**src/rtl/pipeline_hazard_controller_if.sv**
```systemverilog
// Port bundle between the five-stage pipeline datapath and its hazard controller.
// No valid/ready pairs here: a valid flag qualifies its stage's fields, and the controls come back combinationally in the same cycle.
interface pipeline_hazard_controller_if #(
    parameter int ADDR_WIDTH = 4
);
    logic                  dec_valid_i;
    logic [ADDR_WIDTH-1:0] dec_src1_addr_i;
    logic [ADDR_WIDTH-1:0] dec_src2_addr_i;
    logic [ADDR_WIDTH-1:0] dec_src3_addr_i;
    logic [2:0]            dec_src_used_i;
    logic                  ex_valid_i;
    logic                  ex_mem_read_i;
    logic                  ex_reg_write_i;
    logic [ADDR_WIDTH-1:0] ex_dest_addr_i;
    logic                  ex_multi_cycle_i;
    logic                  ex_branch_taken_i;

    logic                  fd_hold_o;
    logic                  fd_flush_o;
    logic                  de_hold_o;
    logic                  de_bubble_o;
    logic [15:0]           stall_cnt_o;

    // Debug view of the sequencer: MULTI state flag and the remaining-cycle counter.
    logic                  dbg_multi;
    logic [3:0]            dbg_cnt;

    modport master (
        output dec_valid_i, dec_src1_addr_i, dec_src2_addr_i, dec_src3_addr_i,
        output dec_src_used_i, ex_valid_i, ex_mem_read_i, ex_reg_write_i,
        output ex_dest_addr_i, ex_multi_cycle_i, ex_branch_taken_i,
        input  fd_hold_o, fd_flush_o, de_hold_o, de_bubble_o, stall_cnt_o,
        input  dbg_multi, dbg_cnt
    );

    modport slave (
        input  dec_valid_i, dec_src1_addr_i, dec_src2_addr_i, dec_src3_addr_i,
        input  dec_src_used_i, ex_valid_i, ex_mem_read_i, ex_reg_write_i,
        input  ex_dest_addr_i, ex_multi_cycle_i, ex_branch_taken_i,
        output fd_hold_o, fd_flush_o, de_hold_o, de_bubble_o, stall_cnt_o,
        output dbg_multi, dbg_cnt
    );
endinterface

```
**src/rtl/pipeline_hazard_controller.sv**
```systemverilog
// Hazard sequencer for the five-stage pipeline: load-use stalls, multi-cycle
// execute holds and taken-branch flushes, plus a saturating stall-cycle counter.
module pipeline_hazard_controller #(
    parameter int ADDR_WIDTH  = 4,
    parameter int MULT_CYCLES = 3
) (
    input  logic                          clk_i,
    input  logic                          rst_n_i,
    pipeline_hazard_controller_if.slave   hz
);

    typedef enum logic {
        IDLE  = 1'b0,
        MULTI = 1'b1
    } state_t;

    // MULTI is entered after the first stall cycle, so the counter covers the rest.
    localparam logic [3:0] CNT_INIT = 4'(MULT_CYCLES - 2);

    state_t                state;
    state_t                state_nxt;
    logic [3:0]            cnt;
    logic [3:0]            cnt_nxt;
    logic [15:0]           stall_cnt;

    logic [ADDR_WIDTH-1:0] src_addr [3];
    logic [ADDR_WIDTH-1:0] dest_addr;
    logic                  src_hit;
    logic                  branch;
    logic                  multi;
    logic                  load_use;

    logic                  fd_hold;
    logic                  fd_flush;
    logic                  de_hold;
    logic                  de_bubble;

    assign src_addr[0] = hz.dec_src1_addr_i;
    assign src_addr[1] = hz.dec_src2_addr_i;
    assign src_addr[2] = hz.dec_src3_addr_i;
    assign dest_addr   = hz.ex_dest_addr_i;

    always_comb begin
        src_hit = 1'b0;
        for (int i = 0; i < 3; i++) begin
            if (hz.dec_src_used_i[i] && (src_addr[i] == dest_addr)) begin
                src_hit = 1'b1;
            end
        end
    end

    assign branch   = hz.ex_valid_i & hz.ex_branch_taken_i;
    assign multi    = (state == IDLE) & hz.ex_valid_i & hz.ex_multi_cycle_i;
    assign load_use = hz.ex_valid_i & hz.ex_mem_read_i & hz.ex_reg_write_i
                    & hz.dec_valid_i & src_hit;

    always_ff @(posedge clk_i or negedge rst_n_i) begin
        if (!rst_n_i) begin
            state <= IDLE;
            cnt   <= 4'd0;
        end else begin
            state <= state_nxt;
            cnt   <= cnt_nxt;
        end
    end

    always_comb begin
        state_nxt = state;
        cnt_nxt   = cnt;
        fd_hold   = 1'b0;
        fd_flush  = 1'b0;
        de_hold   = 1'b0;
        de_bubble = 1'b0;

        if (branch) begin
            fd_flush  = 1'b1;
            de_bubble = 1'b1;
            state_nxt = IDLE;
            cnt_nxt   = 4'd0;
        end else if (state == MULTI) begin
            // Load-use is not evaluated here: the held op is not a load.
            if (cnt != 4'd0) begin
                fd_hold = 1'b1;
                de_hold = 1'b1;
                cnt_nxt = cnt - 4'd1;
            end else begin
                state_nxt = IDLE;
            end
        end else if (multi) begin
            fd_hold   = 1'b1;
            de_hold   = 1'b1;
            state_nxt = MULTI;
            cnt_nxt   = CNT_INIT;
        end else if (load_use) begin
            fd_hold   = 1'b1;
            de_bubble = 1'b1;
        end
    end

    always_ff @(posedge clk_i or negedge rst_n_i) begin
        if (!rst_n_i) begin
            stall_cnt <= 16'd0;
        end else if (fd_hold && (stall_cnt != 16'hFFFF)) begin
            stall_cnt <= stall_cnt + 16'd1;
        end
    end

    // Controls are squelched while reset is low so a live load-use match cannot leak out.
    assign hz.fd_hold_o   = fd_hold   & rst_n_i;
    assign hz.fd_flush_o  = fd_flush  & rst_n_i;
    assign hz.de_hold_o   = de_hold   & rst_n_i;
    assign hz.de_bubble_o = de_bubble & rst_n_i;
    assign hz.stall_cnt_o = stall_cnt;
    assign hz.dbg_multi   = (state == MULTI);
    assign hz.dbg_cnt     = cnt;

endmodule

```
**src/flat_wrapper.sv**
```systemverilog
// flat-port wrapper written by rule: the top's interface ports become plain ports
module pipeline_hazard_controller_flat 
#(
    parameter int ADDR_WIDTH  = 4,
    parameter int MULT_CYCLES = 3
)
  (clk_i, rst_n_i, hz_dec_valid_i, hz_dec_src1_addr_i, hz_dec_src2_addr_i, hz_dec_src3_addr_i, hz_dec_src_used_i, hz_ex_valid_i, hz_ex_mem_read_i, hz_ex_reg_write_i, hz_ex_dest_addr_i, hz_ex_multi_cycle_i, hz_ex_branch_taken_i, hz_fd_hold_o, hz_fd_flush_o, hz_de_hold_o, hz_de_bubble_o, hz_stall_cnt_o, hz_dbg_multi, hz_dbg_cnt);
  pipeline_hazard_controller_if #(.ADDR_WIDTH(ADDR_WIDTH)) hz_i ();
  input  logic clk_i;
  input  logic rst_n_i;
  input wire logic [$bits(hz_i.dec_valid_i)-1:0] hz_dec_valid_i;
  input wire logic [$bits(hz_i.dec_src1_addr_i)-1:0] hz_dec_src1_addr_i;
  input wire logic [$bits(hz_i.dec_src2_addr_i)-1:0] hz_dec_src2_addr_i;
  input wire logic [$bits(hz_i.dec_src3_addr_i)-1:0] hz_dec_src3_addr_i;
  input wire logic [$bits(hz_i.dec_src_used_i)-1:0] hz_dec_src_used_i;
  input wire logic [$bits(hz_i.ex_valid_i)-1:0] hz_ex_valid_i;
  input wire logic [$bits(hz_i.ex_mem_read_i)-1:0] hz_ex_mem_read_i;
  input wire logic [$bits(hz_i.ex_reg_write_i)-1:0] hz_ex_reg_write_i;
  input wire logic [$bits(hz_i.ex_dest_addr_i)-1:0] hz_ex_dest_addr_i;
  input wire logic [$bits(hz_i.ex_multi_cycle_i)-1:0] hz_ex_multi_cycle_i;
  input wire logic [$bits(hz_i.ex_branch_taken_i)-1:0] hz_ex_branch_taken_i;
  output wire logic [$bits(hz_i.fd_hold_o)-1:0] hz_fd_hold_o;
  output wire logic [$bits(hz_i.fd_flush_o)-1:0] hz_fd_flush_o;
  output wire logic [$bits(hz_i.de_hold_o)-1:0] hz_de_hold_o;
  output wire logic [$bits(hz_i.de_bubble_o)-1:0] hz_de_bubble_o;
  output wire logic [$bits(hz_i.stall_cnt_o)-1:0] hz_stall_cnt_o;
  output wire logic [$bits(hz_i.dbg_multi)-1:0] hz_dbg_multi;
  output wire logic [$bits(hz_i.dbg_cnt)-1:0] hz_dbg_cnt;
  assign hz_i.dec_valid_i = hz_dec_valid_i;
  assign hz_i.dec_src1_addr_i = hz_dec_src1_addr_i;
  assign hz_i.dec_src2_addr_i = hz_dec_src2_addr_i;
  assign hz_i.dec_src3_addr_i = hz_dec_src3_addr_i;
  assign hz_i.dec_src_used_i = hz_dec_src_used_i;
  assign hz_i.ex_valid_i = hz_ex_valid_i;
  assign hz_i.ex_mem_read_i = hz_ex_mem_read_i;
  assign hz_i.ex_reg_write_i = hz_ex_reg_write_i;
  assign hz_i.ex_dest_addr_i = hz_ex_dest_addr_i;
  assign hz_i.ex_multi_cycle_i = hz_ex_multi_cycle_i;
  assign hz_i.ex_branch_taken_i = hz_ex_branch_taken_i;
  assign hz_fd_hold_o = hz_i.fd_hold_o;
  assign hz_fd_flush_o = hz_i.fd_flush_o;
  assign hz_de_hold_o = hz_i.de_hold_o;
  assign hz_de_bubble_o = hz_i.de_bubble_o;
  assign hz_stall_cnt_o = hz_i.stall_cnt_o;
  assign hz_dbg_multi = hz_i.dbg_multi;
  assign hz_dbg_cnt = hz_i.dbg_cnt;
  pipeline_hazard_controller #(.ADDR_WIDTH(ADDR_WIDTH), .MULT_CYCLES(MULT_CYCLES)) u_core (.clk_i(clk_i), .rst_n_i(rst_n_i), .hz(hz_i));
endmodule
```
**config.mk**
```make
export PLATFORM = sky130hd
export DESIGN_NAME = pipeline_hazard_controller_flat
export DESIGN_NICKNAME = d
export VERILOG_FILES = /design/src/rtl/pipeline_hazard_controller_if.sv /design/src/rtl/pipeline_hazard_controller.sv /design/src/flat_wrapper.sv
export SDC_FILE = /design/constraint.sdc
export NUM_CORES = 1
export LEC_CHECK = 0
export BUFFER_PORTS_ARGS = -buffer_cell sky130_fd_sc_hd__buf_2
export CAP_MARGIN = 40
export CELL_PAD_IN_SITES_DETAIL_PLACEMENT = 2
export CELL_PAD_IN_SITES_GLOBAL_PLACEMENT = 2
export CORE_MARGIN = 2
export CORE_UTILIZATION = 27
export CTS_CLUSTER_SIZE = 24
export DETAILED_ROUTE_END_ITERATION = 8
export GPL_TIMING_DRIVEN = 0
export PLACE_DENSITY_LB_ADDON = 0.1
export SYNTH_ARGS = -nofsm -noshare
export SYNTH_HDL_FRONTEND = slang
export SYNTH_SLANG_ARGS = --single-unit
export TNS_END_PERCENT = 30
```
**constraint.sdc**
```tcl
create_clock -name clk_i -period 1.9 [get_ports clk_i]
set_input_delay 0.285 -clock clk_i [delete_from_list [all_inputs] [get_ports clk_i]]
set_output_delay 0.285 -clock clk_i [all_outputs]
set_load 0.02 [all_outputs]
```
Word level (Yosys, flattened, before mapping) --
Index checks and enable logic that the tools add are counted.
Word-level totals: flip-flop bits (word level) 21, bits of input ports 27, logic and storage cells 48
Operators by class: bitwise operators 12, multiplexer cells 19, reduce and logical (&&, ||, !) cells 7, eq/ne operators 5, add/subtract/negate cells 2
Operator list (count):
- $add 16x1->16 const B | 1
- $mux 4 | 4
- $ne 16x16->1 const B | 1
- $mux 1 | 15
- $eq 4x4->1 | 3
- $and 1x1->1 | 11
- $logic_and 1x1->1 | 4
- $reduce_bool 4->1 | 1
- $sub 4x1->4 const B | 1
- $ne 3x3->1 const B | 1
- $reduce_bool 3->1 | 1
- $reduce_and 2->1 | 1
- $not 1->1 | 1

Longest topological paths before layout --
depth in word-level cells 11, mapped depth 8

Least setup slack after synthesis --
OpenSTA, ideal clock, no wires.
kind register to output, from reg u_core.cnt[0] (netlist: u_core.hz.dbg_cnt[0]), to out hz_fd_hold_o, arrival time 1.675 ns, path slack -0.060 ns, buffers on the path 1, cell stages (with the launch flop) 8, cells stage by stage dfrtp_1 inv_1 ha_1 nand4bb_1 and2_1 a21bo_1 buf_6 nor2_1
Between the ends: longest elaborated chain between the ends 5
RTL lines:
- start, declared | line pipeline_hazard_controller.sv:22 | logic [3:0] cnt;
- start signal, assigned | line pipeline_hazard_controller.sv:63 | cnt <= cnt_nxt;
- $reduce_bool 4->1 | line pipeline_hazard_controller.sv:82 | if (cnt != 4'd0) begin
- $mux 1 | line pipeline_hazard_controller.sv:82
- $mux 1 | line pipeline_hazard_controller.sv:80 | end else if (state == MULTI) begin
- $mux 1 | line pipeline_hazard_controller.sv:75 | if (branch) begin
- $and 1x1->1 | line pipeline_hazard_controller.sv:109 | assign hz.fd_hold_o = fd_hold & rst_n_i;
- end, declared | line flat_wrapper.sv:22 | output wire logic [$bits(hz_i.fd_hold_o)-1:0] hz_fd_hold_o;
Every way passes these cells.

Worst setup path after layout --
from reg u_core.cnt[1] (netlist: u_core.hz.dbg_cnt[1]), to out hz_de_hold_o
Between the ends: longest elaborated chain between the ends 5
RTL lines:
- $reduce_bool 4->1 | line pipeline_hazard_controller.sv:82
- $mux 1 | line pipeline_hazard_controller.sv:82
- $mux 1 | line pipeline_hazard_controller.sv:80
- $mux 1 | line pipeline_hazard_controller.sv:75
- $and 1x1->1 | line pipeline_hazard_controller.sv:111 | assign hz.de_hold_o = de_hold & rst_n_i;
- end, declared | line flat_wrapper.sv:24 | output wire logic [$bits(hz_i.de_hold_o)-1:0] hz_de_hold_o;
Every way passes these cells.

==> out/results.ini <==
[synthesis]
synthArstFlopShare_pct = 100
synthCells = 125
syn_area_um2 = 1220
synth-simple-area-share_pct = 23.2
syn_avg_cell_area_um2 = 9.75
yosys_warnings = 0
synth.area.top_cells = dfrtp_1 43%, xor2_1 11%, xnor2_1 9.3%
ys_ff_latch = 21
synth_top_family_by_area = simple AND/OR/NAND/NOR gates
yosysUniqueCellTypes = 29
synth_top_area_share_pct = 43.1
synth-seq-area-share_pct = 43.1
synth_top_area_cell = dfrtp_1
synth-compound-area-share_pct = 6.47
synthAdderAreaFrac_pct = 3.08
synth_most_common_cell = dfrtp_1
synth_edf_count = 0
ys_top_cells_by_count = 21 x dfrtp_1, 17 x nand2_1, 15 x xor2_1, 13 x xnor2_1
synth-xor-area-share_pct = 20.1
synth_top_flop_cell = dfrtp_1
yosys-mux-area-fraction_pct = 0.924
synth_nets = 155

[global_route]
grt_pass1_vias = 1336
track_usage_pct = 16.4
overflow = 0
grt_pass1_wl_um = 6670
antenna_found_initial = 0
grt_max_degree = 24

[layout]
fin_cells = 254
fillers = 467
drive_gt1_share_pct = 50.5
fin_area_um2 = 1900
nets = 233
multi_input_area_um2 = 790
fin_util_pct = 43.7
antennaDiodeCount = 0
syn_to_final_growth_pct = 56.3
regArea_um2 = 526

[setup_path]
cp_slowest_cell = dfrtp_1
reg2reg_from = u_core.hz.dbg_cnt[0]$_DFFE_PN0P_
crit_required_ns = 1.62
ff2ff_path_depth = 8
critPathBufInv = 3
critPathLaunchType = register
crit_path_end = hz_de_hold_o
r2r-end = u_core.hz.stall_cnt_o[1]$_DFFE_PN0P_
r2r_setup_slack_ns = 0.10
critical-path-max-stage-delay_ns = 0.41
path_max_fanout = 5
cp-end-kind = output port
worstPathCellList = inv_2, ha_4, nand4bb_1, and2_4, buf_4, and3_4, buf_6
arrival_ns = 1.61
path_class = register to output port
crit_start = u_core.hz.dbg_cnt[1]$_DFFE_PN0P_
cp_top_family = simple AND/OR/NAND/NOR gates
crit_cells = 7

[placement]
io_buffers = 51
post-place-ws_ns = -0.177
post_dp_cell_area_um2 = 1540
hpwl_um = 2740
place.gp.congestion = 0.732
post-place-cells = 228

[sta]
timing.slew.headroom_pct = 53.6
grt_setup_unrepaired = yes
fin_crit_sh_pct = 99.9
finalCriticalPeriod_ns = 1.90
setup_ws_ns = 0.00191
holdWs_ns = 0.00292
worstMarginPinSlew_ns = 0.690
drv_slew = 0
final-setup-viol-count = 0
fmax_mhz = 527
final.setup.tns_ns = 0
finalHoldViolCount = 0
fin_skew_ns = 0.00320

[detailed_routing]
drc_errors = 0
drtIter0Drc = 13
via_count = 1202
ant_nets = 0
wl_um = 4010
dr.pass1.iters = 4
wl_per_cell_um = 15.8
via_per_inst = 4.73

[cts]
clk_pin_slew_ns = 0.08
insertion_delay_ns = 0.25
clockBufferDepth = 2
cts_buffers = 3
h-tree-depth = 1
root_buffer = clkbuf_8
cts.sinks = 21
cts_tree = yes

[floorplan]
start_util_pct = 28.0
die_w_um = 71.2
die_area_um2 = 5070
core_um2 = 4350
rows = 24
pin_count = 52
dieHeight_um = 71.2

[pwr]
p_total_mw = 2.14
cellPowerDensity_nw_per_um2 = 1120
ir_drop_mv = 0.349
p_leak_nw = 0.921

[status]
status = finished clean

[flow_run]
drv_cap = 0

[min_path]
hold_path.class = primary input to asynchronous set/reset pin

==> layout make-up <==
class,count,share of cell area (%)
clock buffer,4,2.37
inverter,7,1.38
multi-input combinational,96,41.5
sequential,21,27.6
tap,52,3.42
timing repair buffer,74,23.8
==> cells in the final DEF (no fill, tap or decap), types with 3 or more instances in the layout <==
cell type,netlist,layout
buf_2,0,49
buf_4,0,22
clkbuf_8,0,3
dfrtp_1,21,21
inv_1,7,5
nand2_1,17,16
nand3_1,5,5
nand4_1,3,3
nor2_1,7,5
nor4_2,2,5
xnor2_1,13,13
xor2_1,15,15
==> worst min-delay path by stage <==
stage	start	endpoint	slack [ns]	cells past startpoint
2_1_floorplan	rst_n_i	u_core.hz.dbg_cnt[0]$_DFFE_PN0P_	-0.01	0
3_5_place_dp	rst_n_i	u_core.hz.stall_cnt_o[14]$_DFFE_PN0P_	0.29	1
4_1_cts	rst_n_i	u_core.hz.dbg_cnt[0]$_DFFE_PN0P_	0.008	1
6_report	rst_n_i	u_core.hz.stall_cnt_o[14]$_DFFE_PN0P_	0.003	1
3_3_place_gp	rst_n_i	u_core.hz.stall_cnt_o[13]$_DFFE_PN0P_	0.29	1
5_1_grt	rst_n_i	u_core.hz.dbg_cnt[0]$_DFFE_PN0P_	0.03	1
==> what timing repair did <==
item / 4_1_cts / 5_1_grt
buffers inserted: 13 / 10
pin swaps: 4 / 9
hold buffers: 0 / 0
endpoints found under the setup margin: 17 / 18
gates resized for setup: 13 / 23
==> where the power goes <==
| group | switching, mW | internal (mW) |
|---|---|---|
| Clock | 0.143 | 0.149 |
| Sequential | 0.122 | 0.552 |
| Combinational | 0.583 | 0.587 |
==> layer usage <==
layer	global-route usage, %	wire length, µm	vias up
met1	19.5	1620	587
met4	3.14	29	0
li1	-	-	578
met2	31.5	2210	35
met5	0	0	-
met3	1.71	152	2
==> logic make-up after synthesis <==
family	Yosys count
simple gates	53
xor+xnor	28
flops	21
compound gates	11
buf+inv	8
fa+ha+maj	3
mux	1
==> sequential cells by signal (all words and copies together), names as in the netlist <==
name and flops:
u_core.hz.dbg_cnt 4, u_core.hz.stall_cnt_o 16, u_core.hz.dbg_multi 1
Note: power is estimated with default switching activity, not from simulation.
